==> config.mk <==
export PLATFORM = sky130hd
export DESIGN_NAME = mii_rx_deframer
export DESIGN_NICKNAME = d
export VERILOG_FILES = /design/src/rtl/eth_pkg.sv /design/src/rtl/eth_crc32_byte.sv /design/src/rtl/mii_rx_deframer.sv
export SDC_FILE = /design/constraint.sdc
export NUM_CORES = 1
export LEC_CHECK = 0
export BUFFER_PORTS_ARGS = -buffer_cell sky130_fd_sc_hd__buf_4
export CORE_MARGIN = 2
export CORE_UTILIZATION = 55
export CTS_BUF_LIST = sky130_fd_sc_hd__clkbuf_4 sky130_fd_sc_hd__clkbuf_8
export CTS_CLUSTER_DIAMETER = 80
export DETAILED_ROUTE_END_ITERATION = 10
export HOLD_SLACK_MARGIN = 0.15
export PLACE_DENSITY = 0.76
export SETUP_SLACK_MARGIN = 0.02
export SYNTH_ARGS = -nofsm -noshare
export SYNTH_HDL_FRONTEND = slang
export SYNTH_HIERARCHICAL = 1
export SYNTH_SLANG_ARGS = --single-unit
==> constraint.sdc <==
create_clock -name clk -period 2.96 [get_ports clk]
set_input_delay 0.592 -clock clk [delete_from_list [all_inputs] [get_ports clk]]
set_output_delay 0.592 -clock clk [all_outputs]
set_load 0.005 [all_outputs]
==> src/rtl/eth_pkg.sv <==
// eth_pkg -- shared definitions for the MII receive path.
//   rx_state_e   : deframer state encoding (IDLE, PREAMBLE, RECV, DROP)
//   PREAMBLE_NIB : preamble nibble value (4'h5)
//   SFD_NIB      : start-of-frame-delimiter high nibble (4'hD)
//   CRC_POLY     : Ethernet CRC-32 polynomial, normal (MSB-first) form
//   CRC_RESIDUE  : good-frame residue, normal form
//   CRC_INIT     : CRC register preset
//   reflect32()  : bit-reverse helper, used to derive the LSB-first constants
package eth_pkg;

  typedef enum logic [1:0] {
    ST_IDLE,
    ST_PREAMBLE,
    ST_RECV,
    ST_DROP
  } rx_state_e;

  localparam logic [3:0]  PREAMBLE_NIB = 4'h5;
  localparam logic [3:0]  SFD_NIB      = 4'hD;
  localparam logic [31:0] CRC_POLY     = 32'h04C11DB7;
  localparam logic [31:0] CRC_RESIDUE  = 32'hC704DD7B;
  localparam logic [31:0] CRC_INIT     = 32'hFFFFFFFF;

  function automatic logic [31:0] reflect32(input logic [31:0] v);
    logic [31:0] r;
    for (int i = 0; i < 32; i++) begin
      r[i] = v[31-i];
    end
    return r;
  endfunction

endpackage

==> src/rtl/eth_crc32_byte.sv <==
// eth_crc32_byte -- combinational one-byte update of the Ethernet CRC-32.
// The register is kept in reflected (LSB-first) form because Ethernet sends
// each byte least-significant bit first.
//   crc_in  [31:0] : current CRC register
//   data_in [7:0]  : byte to absorb
//   crc_out [31:0] : CRC register after absorbing data_in
module eth_crc32_byte
  import eth_pkg::*;
(
  input  logic [31:0] crc_in,
  input  logic [7:0]  data_in,
  output logic [31:0] crc_out
);

  localparam logic [31:0] POLY_REFL = reflect32(CRC_POLY);

  logic [31:0] crc_work;

  always_comb begin
    crc_work = crc_in;
    for (int i = 0; i < 8; i++) begin
      crc_work = (crc_work[0] ^ data_in[i]) ? ((crc_work >> 1) ^ POLY_REFL)
                                            : (crc_work >> 1);
    end
    crc_out = crc_work;
  end

endmodule

==> src/rtl/mii_rx_deframer.sv <==
// mii_rx_deframer -- strips preamble/SFD from an MII nibble stream and emits
// frame bytes with end-of-frame status.
//   clk            : MII receive clock, all logic on the rising edge
//   reset          : synchronous, active-low
//   phy_rx_dv      : receive data valid
//   phy_rxd[3:0]   : receive nibble, low nibble of each byte first
//   rx_mac_data    : frame byte (SFD stripped)
//   rx_mac_valid   : rx_mac_data valid this cycle
//   rx_mac_last    : final byte of the frame
//   rx_stat_valid  : status strobe, coincident with rx_mac_last
//   rx_frame_len   : frame byte count, valid with rx_stat_valid
//   rx_err         : alignment / oversize (/ CRC) error, valid with rx_stat_valid
// Build option: define MII_RX_CRC_CHECK_EN to add the CRC-32 residue check.
module mii_rx_deframer
  import eth_pkg::*;
#(
  parameter int MAX_FRAME_LEN = 1518
) (
  input  logic        clk,
  input  logic        reset,
  input  logic        phy_rx_dv,
  input  logic [3:0]  phy_rxd,
  output logic [7:0]  rx_mac_data,
  output logic        rx_mac_valid,
  output logic        rx_mac_last,
  output logic        rx_stat_valid,
  output logic [15:0] rx_frame_len,
  output logic        rx_err
);

  rx_state_e   state_q, state_d;
  logic        dv_prev_q;
  logic        nib_phase_q, nib_phase_d;   // 1: low nibble captured, waiting for high
  logic [3:0]  low_nib_q, low_nib_d;
  logic [7:0]  held_q, held_d;             // one-deep byte buffer
  logic        held_vld_q, held_vld_d;
  logic [15:0] cnt_q, cnt_d;
  logic        flush_q, flush_d;           // final byte waiting to go out with last
  logic        flush_err_q, flush_err_d;
  logic [7:0]  data_q, data_d;
  logic        valid_q, valid_d;
  logic        last_q, last_d;
  logic        stat_q, stat_d;
  logic [15:0] len_q, len_d;
  logic        err_q, err_d;

  logic [7:0]  byte_w;
  logic [15:0] cnt_inc;
  logic        crc_bad;

  assign byte_w  = {phy_rxd, low_nib_q};
  assign cnt_inc = (cnt_q == 16'hFFFF) ? cnt_q : cnt_q + 16'd1;

`ifdef MII_RX_CRC_CHECK_EN
  logic [31:0] crc_q, crc_d, crc_next;

  eth_crc32_byte u_crc (
    .crc_in  (crc_q),
    .data_in (byte_w),
    .crc_out (crc_next)
  );

  // The register is LSB-first, so the good-frame residue is compared reflected.
  assign crc_bad = (crc_q != reflect32(CRC_RESIDUE));
`else
  assign crc_bad = 1'b0;
`endif

  always_comb begin
    state_d     = state_q;
    nib_phase_d = nib_phase_q;
    low_nib_d   = low_nib_q;
    held_d      = held_q;
    held_vld_d  = held_vld_q;
    cnt_d       = cnt_q;
    flush_d     = flush_q;
    flush_err_d = flush_err_q;
    data_d      = data_q;
    valid_d     = 1'b0;
    last_d      = 1'b0;
    stat_d      = 1'b0;
    len_d       = len_q;
    err_d       = err_q;
`ifdef MII_RX_CRC_CHECK_EN
    crc_d       = crc_q;
`endif

    case (state_q)
      ST_IDLE: begin
        // A frame may only start after dv has been seen low; this keeps a
        // frame interrupted by reset from being picked up mid-stream.
        if (phy_rx_dv) begin
          state_d = (phy_rxd == PREAMBLE_NIB && !dv_prev_q) ? ST_PREAMBLE : ST_DROP;
        end
      end
      ST_PREAMBLE: begin
        if (!phy_rx_dv) begin
          state_d = ST_IDLE;
        end else if (phy_rxd == SFD_NIB) begin
          state_d     = ST_RECV;
          cnt_d       = 16'd0;
          nib_phase_d = 1'b0;
          held_vld_d  = 1'b0;
`ifdef MII_RX_CRC_CHECK_EN
          crc_d       = CRC_INIT;
`endif
        end else if (phy_rxd != PREAMBLE_NIB) begin
          state_d = ST_DROP;
        end
      end
      ST_RECV: begin
        if (!phy_rx_dv) begin
          state_d     = ST_IDLE;
          nib_phase_d = 1'b0;
          held_vld_d  = 1'b0;
          if (held_vld_q) begin
            flush_d     = 1'b1;
            flush_err_d = nib_phase_q | crc_bad;
          end
        end else if (!nib_phase_q) begin
          low_nib_d   = phy_rxd;
          nib_phase_d = 1'b1;
        end else begin
          nib_phase_d = 1'b0;
          cnt_d       = cnt_inc;
`ifdef MII_RX_CRC_CHECK_EN
          crc_d       = crc_next;
`endif
          if (held_vld_q) begin
            valid_d = 1'b1;
            data_d  = held_q;
          end
          held_d     = byte_w;
          held_vld_d = 1'b1;
          if (int'(cnt_inc) == MAX_FRAME_LEN) begin
            held_vld_d  = 1'b0;
            flush_d     = 1'b1;
            flush_err_d = 1'b1;
            state_d     = ST_DROP;
          end
        end
      end
      default: begin // ST_DROP
        if (!phy_rx_dv && !flush_q) begin
          state_d = ST_IDLE;
        end
      end
    endcase

    // The final byte waits for a free cycle so valid never runs back-to-back.
    if (flush_q && !valid_q) begin
      flush_d = 1'b0;
      valid_d = 1'b1;
      last_d  = 1'b1;
      stat_d  = 1'b1;
      data_d  = held_q;
      len_d   = cnt_q;
      err_d   = flush_err_q;
    end
  end

  always_ff @(posedge clk) begin
    if (!reset) begin
      state_q     <= ST_IDLE;
      dv_prev_q   <= 1'b1;
      nib_phase_q <= 1'b0;
      low_nib_q   <= 4'h0;
      held_q      <= 8'h00;
      held_vld_q  <= 1'b0;
      cnt_q       <= 16'd0;
      flush_q     <= 1'b0;
      flush_err_q <= 1'b0;
      data_q      <= 8'h00;
      valid_q     <= 1'b0;
      last_q      <= 1'b0;
      stat_q      <= 1'b0;
      len_q       <= 16'd0;
      err_q       <= 1'b0;
`ifdef MII_RX_CRC_CHECK_EN
      crc_q       <= CRC_INIT;
`endif
    end else begin
      state_q     <= state_d;
      dv_prev_q   <= phy_rx_dv;
      nib_phase_q <= nib_phase_d;
      low_nib_q   <= low_nib_d;
      held_q      <= held_d;
      held_vld_q  <= held_vld_d;
      cnt_q       <= cnt_d;
      flush_q     <= flush_d;
      flush_err_q <= flush_err_d;
      data_q      <= data_d;
      valid_q     <= valid_d;
      last_q      <= last_d;
      stat_q      <= stat_d;
      len_q       <= len_d;
      err_q       <= err_d;
`ifdef MII_RX_CRC_CHECK_EN
      crc_q       <= crc_d;
`endif
    end
  end

  assign rx_mac_data   = data_q;
  assign rx_mac_valid  = valid_q;
  assign rx_mac_last   = last_q;
  assign rx_stat_valid = stat_q;
  assign rx_frame_len  = len_q;
  assign rx_err        = err_q;

endmodule
==> impl_results.md, run 1 <==
- Mean Syn Cell Area: 8.75 µm²
- Dpl hpwl: 4.40 mm
- Area leader, netlist: dfxtp_1
- CTS Root Cell: clkbuf_8
- Post-synthesis simple-gate area fraction: 23.8%
- Post-synth EDFFs: 0
- Fin worst setup slack: 0.535 ns
- Final nets: 355
- DR pass1 iterations: 4
- Post-Synthesis Cell Area: 0.00282 mm²
- Hold Crit Class: reg2reg
- Cell count after synthesis: 322
- WHS Path Cells: 2
- Synth warn: 6
- Crit end category: flop
- RSZ-0062 raised after global routing: false
- Multiplexer area fraction after synthesis: 4.66%
- FF-to-FF End: held_vld_q
- Top post-synthesis cells by area: dfxtp_1 (44%), a22o_1 (5.3%), nand2_1 (4.5%), nor2_1 (4.5%), a21oi_1 (4.4%)
- Seq/Total Area, Yosys: 44.1%
- Area grow syn2layout: 15.5%
- Layout cell share with drive strength beyond 1: 19.0%
- Post-DP Area: 0.00308 mm²
- Cell with the most instances after synthesis: dfxtp_1
- Routed len/inst: 15.1 µm
- Largest family of logic cells by synthesized area: simple AND/OR/NAND/NOR gates
- Top cells by count, synth: dfxtp_1 (62), nand2_1 (34), nor2_1 (34)
- Post-CTS sizing: 0
- Yosys reg bits: 62
- Die extent in x: 75.6 µm
- Worst Path Arrival: 2.66 ns
- Setup repair bufs after CTS: 0
- Peak VDD IR: 0.000332 V
- Worst Path Required: 3.20 ns
- Pre-CTS setup slack: 0.619 ns
- Final period util: 81.9%
- Starting Density: 56.2%
- Area share of the largest cell type after synthesis: 44.1%
- Crit path max fanout: 7
- Kind of critical path: reg2reg
- Clock slew at reported path FFs: 0.07 ns
- CP Cell Sequence: ha_1, nand4_1, nor4_1, mux2_2, a211oi_1, o2111ai_2, a31o_1
- Vias in the first global route: 2328
- Routed WL: 6.38 mm
- Io pins: 35
- Clk_skew: 0.00890 ns
- Worst-margin pin slew: 1.05 ns
- Post-Synth Adder-Cell Area: 0.444%
- Critical path buffer and inverter count: 0
- Row count: 26
- Initial drt markers: 170
- Startpoint types: flop
- Crit-path slowest cell: dfxtp_1
- Wire length of the first global-routing pass: 10.8 mm
- Final Hold Viols: 0
- Post-Syn Nets: 330
- Max-cap viol count: 0
- Final min period: 2.42 ns
- Post-synthesis xor/xnor area fraction: 0.311%
- Core Area: 0.00501 mm²
- Pwr per Cell Area: 480 mW/mm²
- Hold slack final: 0.449 ns
- Drt drc: 0
- Top FF cell, synth: dfxtp_1
- Compound-cell area share of the yosys netlist: 21.9%
- Die area: 0.00571 mm²
- FF-to-FF Start: cnt_q[0]
- WHS Endpoint: held_q[1]
- Worst skew pair latency: 0.35 ns
- Asr flop ratio synth: 0%
- CTS tree: built
- Synth cell types: 56
- Max_slew headroom: 29.9%
- Initial antenna violation count: 0
- Worst-case reg-to-reg path depth: 7
- Global Route Usage Sum: 25.1%
- Gpl congestion: 0.961
- Max clock buf depth: 2
- Die height: 75.6 µm
- Largest net degree at the start of global routing: 27
- Slowest stage delay, CP: 0.44 ns
- Clock sinks: 62
- Num CTS Buffers: 9
- Hold Startpoint: low_nib_q[1]
- Diodes inserted: 0
- Maximum clock rate: 412 MHz
- Max-slew violation count: 0
- Status: completed
- Post-route cell area: 0.00325 mm²
- CTS hold repair buffers: 0
- Post-DRT Antenna Nets: 0
- Gr ovfl total: 0
- Setup violators final: 0
- Post-route setup TNS: 0 ns
- Leakage power total: 1.27 nW
- Vias post-DR: 2457
- Vias per std cell: 5.82
- Delay-heaviest family, CP: compound AO/OA/AOI/OAI gates
- Flop2flop setup slack: 0.54 ns
- # port buffers: 34
- CTS HTree Levels: 3
## sequential cells by signal, summed over array words and instances (netlist names)
name           cells
rx_frame_len      16
flush_q            1
state_q            2
held_q             8
dv_prev_q          1
rx_err             1
cnt_q             16
rx_mac_valid       1
rx_stat_valid      1
held_vld_q         1
rx_mac_data        8
nib_phase_q        1
flush_err_q        1
low_nib_q          4
## placed cells by master, fill, tap and decap left out, types with 2 or more instances in the layout
master,Yosys,routed
nor2_1,34,34
a311oi_1,3,3
dfxtp_1,62,62
mux2i_1,12,12
clkbuf_8,0,10
a31oi_1,3,3
buf_4,4,39
a22oi_1,2,2
o31ai_1,2,2
inv_1,5,5
a211oi_1,3,3
nor3_1,9,9
and3_1,6,6
nand4_4,2,2
a21oi_1,25,25
clkbuf_4,0,2
a22o_1,17,17
nand2_1,34,34
nand3_1,9,9
nand3b_1,3,3
o21ai_1,3,3
o21a_1,4,4
nand2b_1,3,3
nor2b_1,4,4
nand4_1,3,3
clkinv_2,0,3
and2_1,2,2
nor4_1,4,4
o21ai_0,17,17
## routing by layer
metal  up-vias  GRT usage (%)  routed length [µm]
li1       1218              -                   -
met1      1145           30.3                2790
met2        81           41.4                3060
met3        13           5.16                 377
met4         0           14.4                 156
met5         -              0                   0
## layout make-up
type | instances | area, µm²
Tap cell | 70 | 87.6
Fill cell | 478 | 1760
Inverter | 5 | 18.8
Clock inverter | 4 | 22.5
Clock buffer | 12 | 153
Multi-Input combinational cell | 230 | 1440
Timing Repair Buffer | 39 | 293
Sequential cell | 62 | 1240
## stage by stage
| stage | util, % | cells | total power, mW |
|---|---|---|---|
| 2_1_floorplan | - | 322 | 0.900 |
| 3_3_place_gp | 61.5 | 406 | 0.919 |
| 3_5_place_dp | 61.5 | 406 | 0.920 |
| 4_1_cts | 65.0 | 422 | 1.58 |
| 5_1_grt | 65.0 | 422 | 1.61 |
| 6_report | 65.0 | 422 | 1.56 |
## how the worst max path moves through the flow
stage,start,endpoint,slack (ns),cells past startpoint
finish,cnt_q[0],held_vld_q,0.54,7
global route,cnt_q[0],held_vld_q,0.31,7
detailed placement,cnt_q[0],held_vld_q,0.62,7
floorplan,cnt_q[0],held_vld_q,0.87,8
global placement,cnt_q[0],held_vld_q,0.67,7
CTS,cnt_q[0],held_vld_q,0.57,7
## cells by family after synthesis
| family | after synthesis |
|---|---|
| compound gates | 91 |
| fa+ha+maj | 1 |
| buf+inv | 30 |
| xor+xnor | 1 |
| simple gates | 124 |
| flops | 62 |
| mux | 13 |
## power breakdown
part	total, mW	internal [mW]	leakage [nW]	switching [mW]
logic	0.0543	0.0193	0.678	0.0351
registers	0.847	0.840	0.500	0.00701
clock network	0.661	0.341	0.0930	0.320
## worst reg2reg max path, cell delays in order, from the launching register on
cell	delay (ns)
dfxtp_1	0.44
ha_1	0.34
nand4_1	0.13
nor4_1	0.20
mux2_2	0.38
a211oi_1	0.33
o2111ai_2	0.26
a31o_1	0.24
(Power assumes the default switching activity.)
==> run 2, diff against run 1 <==
==> constraint.sdc (replaced) <==
create_clock -name clk -period 2.3 [get_ports clk]
set_input_delay 0.46 -clock clk [delete_from_list [all_inputs] [get_ports clk]]
set_output_delay 0.46 -clock clk [all_outputs]
set_load 0.005 [all_outputs]
==> run 2 against run 1 <==
Sequential share of layout area decreased by 1.6 points. Clock-buffer cell count decreased by 2. Maximum frequency grew 14%. Combinational power is 46% higher. Non-clock buffer count grew 19. First-iteration DRC count decreased by 42%. Global-route usage is 0.097 points higher. Largest cell class unchanged. Critical path depth stayed put. Utilization grew 3.3 points. Setup slack lost 0.35 ns. Final area is 5.0% higher. Critical path type unchanged.
==> impl_results.md, run 2 (synthesis results as in run 1) <==
- Status: completed
- Dpl hpwl: 4.75 mm
- Flop2flop setup slack: 0.18 ns
- Maximum clock rate: 472 MHz
- CP Cell Sequence: ha_2, nand2_1, nor4_4, o21ai_1, nor4b_4, o2111ai_2, a31o_1
- Worst Path Arrival: 2.36 ns
- Kind of critical path: reg2reg
- Max clock buf depth: 2
- Final nets: 374
- Utilization after layout: 68.2%
- Final min period: 2.12 ns
- Commonest cells after routing, fill and taps aside: buf_4 (58), dfxtp_1 (56), nand2_1 (34), nor2_1 (34), a21oi_1 (25)
- Leakage power total: 1.36 nW
- Max-cap viol count: 0
- Post-route cell area: 0.00342 mm²
- Core Area: 0.00501 mm²
- DR pass1 iterations: 4
- Clock slew at reported path FFs: 0.07 ns
- FF-to-FF Start: cnt_q[1]
- Die height: 75.6 µm
- WHS Endpoint: dv_prev_q
- Max-slew violation count: 0
- Startpoint types: flop
- Crit end category: flop
- Initial antenna violation count: 0
- Pwr per Cell Area: 588 mW/mm²
- CTS tree: built
- FF-to-FF End: held_vld_q
- Most common cell after layout, fill and taps aside: buf_4
- Gpl congestion: 0.971
- Final Hold Viols: 0
- Row count: 26
- Io pins: 35
- Pre-CTS setup slack: 0.0832 ns
- Area grow syn2layout: 21.4%
- Routed len/inst: 15.1 µm
- Slowest stage delay, CP: 0.34 ns
- WHS Path Cells: 2
- Post-route setup TNS: 0 ns
- Setup violators final: 0
- Final period util: 92.1%
- Hold Startpoint: reset
- Post-Layout Cell Count: 441
- Delay-heaviest family, CP: simple AND/OR/NAND/NOR gates
- Layout cell share with drive strength beyond 1: 25.6%
- CTS HTree Levels: 3
- Fin worst setup slack: 0.181 ns
- Num CTS Buffers: 9
- CTS Root Cell: clkbuf_8
- Peak VDD IR: 0.000488 V
- CTS hold repair buffers: 0
- Global Route Usage Sum: 25.2%
- Worst-margin pin slew: 1.11 ns
- Vias per std cell: 5.76
- Crit-path slowest cell: dfxtp_1
- Critical path buffer and inverter count: 0
- Hold slack final: 0.365 ns
- Max_slew headroom: 25.7%
- Largest net degree at the start of global routing: 23
- Wire length of the first global-routing pass: 10.6 mm
- Crit path max fanout: 7
- Diodes inserted: 0
- Die extent in x: 75.6 µm
- Hold Crit Class: in2reg
- Post-DP Area: 0.00322 mm²
- Gr ovfl total: 0
- Routed WL: 6.65 mm
- Worst Path Required: 2.54 ns
- Die area: 0.00571 mm²
- RSZ-0062 raised after global routing: false
- Vias in the first global route: 2233
- Cells after DPL: 425
- Post-DRT Antenna Nets: 0
- Vias post-DR: 2539
- Total design power: 2.01 mW
- Clock sinks: 62
- Starting Density: 56.2%
- Clk_skew: 0.00484 ns
- Drt drc: 0
- Worst-case reg-to-reg path depth: 7
- CP Depth: 7
- # port buffers: 34
- Worst skew pair latency: 0.34 ns
- Initial drt markers: 99
[run 2: power by group]
part | leakage [nW] | switching [mW] | internal [mW]
clock | 0.0841 | 0.429 | 0.413
combinational | 0.772 | 0.0499 | 0.0293
sequential | 0.503 | 0.00676 | 1.08
total | 1.36 | 0.485 | 1.52
[run 2: worst register-to-register path, stage by stage, from the launching register on]
cell and delay [ns]:
dfxtp_1 0.34, ha_2 0.25, nand2_1 0.13, nor4_4 0.33, o21ai_1 0.19, nor4b_4 0.33, o2111ai_2 0.22, a31o_1 0.23
[run 2: what timing repair did]
action	in CTS	in global routing
setup buffers	0	0
setup endpoints to repair	0	4
resized for setup	0	9
[run 2: cell type report]
| type | count | area (µm²) |
|---|---|---|
| Fill cell | 431 | 1590 |
| Tap cell | 70 | 87.6 |
| Multi-Input combinational cell | 230 | 1450 |
| Timing Repair Buffer | 58 | 435 |
| Sequential cell | 62 | 1250 |
| Clock buffer | 10 | 138 |
| Inverter | 5 | 18.8 |
| Clock inverter | 6 | 37.5 |
[run 2: layer usage]
layer  vias to the layer above  wire [µm]  GRT usage [%]
met3                        14        302           7.41
met4                         0        140           10.9
met1                      1211       2970           31.1
met2                        58       3240           40.9
li1                       1256          -              -
met5                         -          0              0
[run 2: how the worst max path moves through the flow]
| stage | startpoint | endpoint | slack, ns |
|---|---|---|---|
| CTS | cnt_q[9] | held_vld_q | 0.03 |
| detailed placement | cnt_q[9] | held_vld_q | 0.08 |
| floorplan | cnt_q[0] | held_vld_q | 0.21 |
| global placement | cnt_q[5] | held_vld_q | 0.15 |
| global route | cnt_q[0] | held_vld_q | 0.03 |
| finish | cnt_q[1] | held_vld_q | 0.18 |
